$ cat src/rtl/turf_hold_scheduler.sv
// Allocates per-SURF analog hold buffers on L1 triggers, drives the replicated HOLD bus and queues
// held buffers for readout. Optional dead-time/drop counters built under TURF_DEADTIME_CNT_EN.
module turf_hold_scheduler #(
  parameter int unsigned NUM_SURFS    = 12,
  parameter int unsigned NUM_HOLD     = 4,
  parameter int unsigned HOLD_DELAY   = 2,
  parameter int unsigned REARM_CYCLES = 3,
  localparam int unsigned IdxW        = (NUM_HOLD > 1) ? $clog2(NUM_HOLD) : 1
) (
  input  logic                          CLK33,
  input  logic                          RST,
  input  logic                          TRIG,
  output logic                          TRIG_ACC,
  output logic                          TRIG_DROP,
  output logic [NUM_HOLD*NUM_SURFS-1:0] HOLD,
  output logic                          DEAD,
  output logic                          RD_VALID,
  output logic [IdxW-1:0]               RD_BUF,
  input  logic                          RD_ACK,
  output logic [31:0]                   DEAD_CNT,
  output logic [15:0]                   DROP_CNT
);

  localparam int unsigned CntW = $clog2(NUM_HOLD + 1);

  typedef enum logic [1:0] {StFree, StArming, StHeld, StRearm} buf_state_e;

  buf_state_e      state_q [NUM_HOLD];
  buf_state_e      state_d [NUM_HOLD];
  logic [3:0]      cnt_q   [NUM_HOLD];
  logic [3:0]      cnt_d   [NUM_HOLD];
  logic [IdxW-1:0] fifo_q  [NUM_HOLD];
  logic [IdxW-1:0] fifo_d  [NUM_HOLD];
  logic [IdxW-1:0] ptr_q, ptr_d, head_q, head_d, tail_q, tail_d;
  logic [IdxW-1:0] push_idx_q, push_idx_d, alloc_idx;
  logic [CntW-1:0] count_q, count_d;
  logic            acc_q, acc_d, drop_q, drop_d, push_q, push_d;
  logic            alloc_found, alloc, pop;
  logic [NUM_HOLD-1:0] free_vec;

  function automatic logic [IdxW-1:0] inc_idx(input logic [IdxW-1:0] i);
    return (i == IdxW'(NUM_HOLD - 1)) ? '0 : i + 1'b1;
  endfunction

  always_comb begin
    for (int b = 0; b < NUM_HOLD; b++) free_vec[b] = (state_q[b] == StFree);
  end

  assign DEAD      = ~|free_vec;
  assign RD_VALID  = (count_q != '0);
  assign RD_BUF    = fifo_q[head_q];
  assign pop       = RD_ACK & RD_VALID;
  assign TRIG_ACC  = acc_q;
  assign TRIG_DROP = drop_q;

  // First FREE buffer at or above the pointer, wrapping modulo NUM_HOLD.
  always_comb begin
    logic [IdxW:0] sum;
    alloc_found = 1'b0;
    alloc_idx   = '0;
    sum         = '0;
    for (int i = 0; i < NUM_HOLD; i++) begin
      sum = {1'b0, ptr_q} + (IdxW+1)'(i);
      if (sum >= (IdxW+1)'(NUM_HOLD)) sum = sum - (IdxW+1)'(NUM_HOLD);
      if (!alloc_found && free_vec[sum[IdxW-1:0]]) begin
        alloc_found = 1'b1;
        alloc_idx   = sum[IdxW-1:0];
      end
    end
  end

  assign alloc  = TRIG & alloc_found;
  assign acc_d  = alloc;
  assign drop_d = TRIG & ~alloc_found;
  assign ptr_d  = alloc ? inc_idx(alloc_idx) : ptr_q;

  // Per-buffer lifecycle; with a constant delay at most one buffer reaches HELD per edge.
  always_comb begin
    push_d     = 1'b0;
    push_idx_d = '0;
    for (int b = 0; b < NUM_HOLD; b++) begin
      state_d[b] = state_q[b];
      cnt_d[b]   = cnt_q[b];
      unique case (state_q[b])
        StFree: begin
          if (alloc && alloc_idx == IdxW'(b)) begin
            if (HOLD_DELAY == 0) begin
              state_d[b] = StHeld;
              push_d     = 1'b1;
              push_idx_d = IdxW'(b);
            end else begin
              state_d[b] = StArming;
              cnt_d[b]   = 4'(HOLD_DELAY);
            end
          end
        end
        StArming: begin
          if (cnt_q[b] <= 4'd1) begin
            state_d[b] = StHeld;
            cnt_d[b]   = '0;
            push_d     = 1'b1;
            push_idx_d = IdxW'(b);
          end else begin
            cnt_d[b] = cnt_q[b] - 4'd1;
          end
        end
        StHeld: begin
          if (pop && RD_BUF == IdxW'(b)) begin
            state_d[b] = StRearm;
            cnt_d[b]   = 4'(REARM_CYCLES);
          end
        end
        StRearm: begin
          if (cnt_q[b] <= 4'd1) begin
            state_d[b] = StFree;
            cnt_d[b]   = '0;
          end else begin
            cnt_d[b] = cnt_q[b] - 4'd1;
          end
        end
      endcase
    end
  end

  // Pushes land one edge after HOLD rises so RD_VALID follows the push by a cycle.
  always_comb begin
    for (int i = 0; i < NUM_HOLD; i++) fifo_d[i] = fifo_q[i];
    tail_d = tail_q;
    head_d = head_q;
    if (push_q) begin
      fifo_d[tail_q] = push_idx_q;
      tail_d         = inc_idx(tail_q);
    end
    if (pop) head_d = inc_idx(head_q);
    count_d = count_q + CntW'(push_q) - CntW'(pop);
  end

  always_comb begin
    HOLD = '0;
    for (int s = 0; s < NUM_SURFS; s++) begin
      for (int b = 0; b < NUM_HOLD; b++) HOLD[NUM_HOLD*s+b] = (state_q[b] == StHeld);
    end
  end

  always_ff @(posedge CLK33) begin
    if (RST) begin
      for (int b = 0; b < NUM_HOLD; b++) begin
        state_q[b] <= StFree;
        cnt_q[b]   <= '0;
        fifo_q[b]  <= '0;
      end
      ptr_q      <= '0;
      head_q     <= '0;
      tail_q     <= '0;
      count_q    <= '0;
      push_q     <= 1'b0;
      push_idx_q <= '0;
      acc_q      <= 1'b0;
      drop_q     <= 1'b0;
    end else begin
      for (int b = 0; b < NUM_HOLD; b++) begin
        state_q[b] <= state_d[b];
        cnt_q[b]   <= cnt_d[b];
        fifo_q[b]  <= fifo_d[b];
      end
      ptr_q      <= ptr_d;
      head_q     <= head_d;
      tail_q     <= tail_d;
      count_q    <= count_d;
      push_q     <= push_d;
      push_idx_q <= push_idx_d;
      acc_q      <= acc_d;
      drop_q     <= drop_d;
    end
  end

`ifdef TURF_DEADTIME_CNT_EN
  logic [31:0] dead_cnt_q, dead_cnt_d;
  logic [15:0] drop_cnt_q, drop_cnt_d;

  always_comb begin
    dead_cnt_d = dead_cnt_q + 32'(DEAD);
    drop_cnt_d = drop_cnt_q;
    if (drop_d && drop_cnt_q != 16'hFFFF) drop_cnt_d = drop_cnt_q + 16'd1;
  end

  always_ff @(posedge CLK33) begin
    if (RST) begin
      dead_cnt_q <= '0;
      drop_cnt_q <= '0;
    end else begin
      dead_cnt_q <= dead_cnt_d;
      drop_cnt_q <= drop_cnt_d;
    end
  end

  assign DEAD_CNT = dead_cnt_q;
  assign DROP_CNT = drop_cnt_q;
`else
  assign DEAD_CNT = '0;
  assign DROP_CNT = '0;
`endif

endmodule

$ cat config.mk
export PLATFORM = sky130hd
export DESIGN_NAME = turf_hold_scheduler
export DESIGN_NICKNAME = d
export VERILOG_FILES = /design/src/rtl/turf_hold_scheduler.sv
export SDC_FILE = /design/constraint.sdc
export NUM_CORES = 1
export LEC_CHECK = 0
export CORE_MARGIN = 2
export CORE_UTILIZATION = 45
export CTS_CLUSTER_DIAMETER = 60
export DETAILED_ROUTE_END_ITERATION = 7
export GPL_TIMING_DRIVEN = 0
export PLACE_DENSITY = 0.76
export RECOVER_POWER = 100
export SLEW_MARGIN = 25
export SYNTH_ARGS = -nofsm -noshare
export SYNTH_HDL_FRONTEND = slang
export SYNTH_SLANG_ARGS = --single-unit
$ cat constraint.sdc
create_clock -name CLK33 -period 9.2 [get_ports CLK33]
set_clock_uncertainty 0.2 [all_clocks]
set_input_delay 2.76 -clock CLK33 [delete_from_list [all_inputs] [get_ports CLK33]]
set_output_delay 2.76 -clock CLK33 [all_outputs]
set_load 0.005 [all_outputs]
==> flow_metrics.tcl <==
set metrics [dict create \
    outcome "complete, no violations" \
    remaining_drc_errors 0 \
    post_cts.repair.setup_buffers 0 \
    grt_pass1_vias 2930 \
    placementRows 33 \
    drtPass1Iterations 4 \
    io_pins 106 \
    rsz0062_at_grt "no" \
    die_x_um 96.5 \
    gp_congestion 0.883 \
    clk_latency_ns 0.31 \
    leakage_uw 0.00218 \
    path_max_fanout 10 \
    cp_slowest_cell "dlygate4sd3_1" \
    finalCritPeriodShare_pct 57.2 \
    ctsHoldBuffers 0 \
    core-area_um2 8260 \
    pre_cts_slack_ns 3.89 \
    min_period_ns 5.27 \
    clk_pin_slew_ns 0.09 \
    synth_cell_type_count 72 \
    max_stage_delay_ns 0.62 \
    synth_edf_count 0 \
    postSynthAreaPerCell_um2 8.47 \
    vias_per_cell 4.93 \
    max_freq_mhz 190 \
    layout.nets 608 \
    antenna_found_initial 0 \
    synth_cells 455 \
    cts_made_buffers 5 \
    grt_pass1_wl_um 13200 \
    timing_worst_setup_path_type "flip-flop to output pin" \
    required_ns 6.24 \
    ant_nets 0 \
    root_buffer "clkbuf_8" \
    ctsResizeCount 0 \
    netlist_area_um2 3850 \
    drtIter0Drc 147 \
    worstPathCellList "inv_1 -> ha_1 -> clkbuf_1 -> nor4_1 -> dlygate4sd3_1" \
    port_buffers 55 \
    synth_flop_cell "dfxtp_1" \
    vias 3302 \
    hp-class "flip-flop to flip-flop" \
    ff_latch_area_um2 961 \
    routed_wirelength_um 8390 \
    slew_violations 0 \
    setup_viol 0 \
    grt_usage_pct 17.8 \
    wl_per_cell_um 12.5 \
    critPathLaunchType "flip-flop" \
    htree_levels 2 \
    hold_violations 0 \
    initial_core_util_pct 46.7 \
    finalSetupTns_ns 0 \
    cts_tree "yes" \
    relSlewSlack_pct 43.6 \
    max-clock-path-buffers 2 \
    worst_slew_pin_slew_ns 0.839 \
    final_core_util_pct 57.8 \
    p_per_area_nw_per_um2 254 \
    cap_violations 0 \
    async_flop_share_pct 0 \
    dpl.hpwl_um 6640 \
    drive_gt1_share_pct 20.9 \
    overflow 0 \
    layout_setup_ws_ns 3.93 \
    fillCellCount 748 \
    arrival_ns 2.31 \
    ys_seq_area_share_pct 24.9 \
    clock-sinks 48 \
    n_antenna_cell 0 \
    multi_input_area_um2 2140 \
    area_growth_pct 24.0 \
    yosysWarnings 0 \
    grt_max_degree 19 \
    dieArea_um2 9320 \
    end_kind "output pin" \
    ys_ff_latch 48 \
    ir_worst_vdd_uv 99.3 \
    chipHeight_um 96.5 \
]
critical path, delay by kind of cell (launching register included):
family / cells / cell delay [ns]
buffers and inverters: 3 / 0.97
and+or+nand+nor: 1 / 0.35
DFF: 1 / 0.44
adders and majority gates: 1 / 0.23
cell usage in the layout (no fill, tap or decap), drive strengths merged, types with 8 or more instances in the layout:
cell type,synthesis,layout
a21oi,24,24
nand3,10,10
nor2,30,30
clkbuf,8,59
clkdlybuf4s50,0,44
nor3,18,18
buf,99,54
dlygate4sd3,0,11
inv,35,35
nand2,27,27
conb,1,48
ha,39,39
dfxtp,48,48
or3,8,8
cells in the mapped netlist (3+ instances only):
| cell | count | share of area [%] |
|---|---|---|
| nor3_1 | 17 | 2.2 |
| a211o_1 | 4 | 0.91 |
| nor3b_1 | 4 | 0.78 |
| mux2i_1 | 3 | 0.78 |
| a211oi_1 | 4 | 0.78 |
| o32ai_1 | 3 | 0.68 |
| nand2b_1 | 7 | 1.1 |
| o31ai_1 | 4 | 0.78 |
| nor4_1 | 3 | 0.49 |
| o22ai_1 | 3 | 0.49 |
| clkbuf_1 | 8 | 0.78 |
| nand3_1 | 10 | 1.3 |
| nor2_1 | 30 | 2.9 |
| ha_1 | 39 | 13 |
| o221ai_1 | 3 | 0.68 |
| o31a_1 | 3 | 0.68 |
| buf_4 | 92 | 18 |
| mux4_2 | 4 | 2.3 |
| or3_1 | 8 | 1.3 |
| a22oi_1 | 3 | 0.58 |
| a21oi_1 | 24 | 3.1 |
| dfxtp_1 | 48 | 25 |
| o21ai_0 | 6 | 0.78 |
| inv_1 | 35 | 3.4 |
| buf_2 | 5 | 0.65 |
| nand2_1 | 27 | 2.6 |
metrics by stage:
stage / std cells / cell area, um2 / hold WS [ns] / power, uW
global placement: 662 / 4710 / 0.242 / 1070
global route: 670 / 4780 / 0.288 / 1310
finish: 670 / 4780 / 0.266 / 1210
CTS: 670 / 4810 / 0.264 / 1230
detailed placement: 662 / 4710 / 0.251 / 1100
floorplan: 502 / 4030 / 0.233 / 854
cell type report:
| cell class | count | area share [%] |
|---|---|---|
| buffer | 107 | 15.9 |
| clock buffer | 6 | 1.73 |
| clock inverter | 2 | 0.314 |
| inverter | 36 | 2.83 |
| multi-input combinational | 311 | 44.8 |
| sequential | 48 | 20.1 |
| tap | 105 | 2.75 |
| timing repair buffer | 55 | 11.5 |
sequential cells by signal, indices dropped and copies added, names as in the netlist, named ones only:
register	cells
fifo_q	8
count_q	3
TRIG_DROP	1
push_q	1
TRIG_ACC	1
ptr_q	2
push_idx_q	2
tail_q	2
state_q	8
cnt_q	16
head_q	2
cells by family (layout without fill, tap and decap cells):
group	count (synthesis)	after routing	synth area share, %
buf+inv	143	206	23.3
compound gates	93	93	18.8
simple gates	121	121	16.1
mux	7	7	3.12
fa+ha+maj	40	40	13.2
xor+xnor	2	2	0.455
flops	48	48	24.9
other cells	1	48	0.0973
final timing paths:
path	end	from	cells past startpoint	slack (ns)
setup / recovery	DEAD	state_q[1][0]	5	3.93
hold / removal	fifo_q[3][0]	fifo_q[3][0]	2	0.27
setup reg to reg	state_q[3][0]	state_q[0][0]	12	5.53
hold reg to reg	fifo_q[3][0]	fifo_q[3][0]	2	0.27
report_power, final:
| group | total (uW) | switching, uW | internal [uW] |
|---|---|---|---|
| clock network | 136 | 74.6 | 60.9 |
| logic | 778 | 395 | 384 |
| registers | 298 | 45.0 | 253 |
| total | 1210 | 514 | 698 |
metal layers:
metal  global-route usage (%)  up-vias  wire (um)
met5                        0        -          0
met1                     21.8     1500       3540
met2                     32.5      124       4120
met3                     2.79        8        636
li1                         -     1670          -
met4                     3.99        0         85
Power figures use the tool's default switching activity.
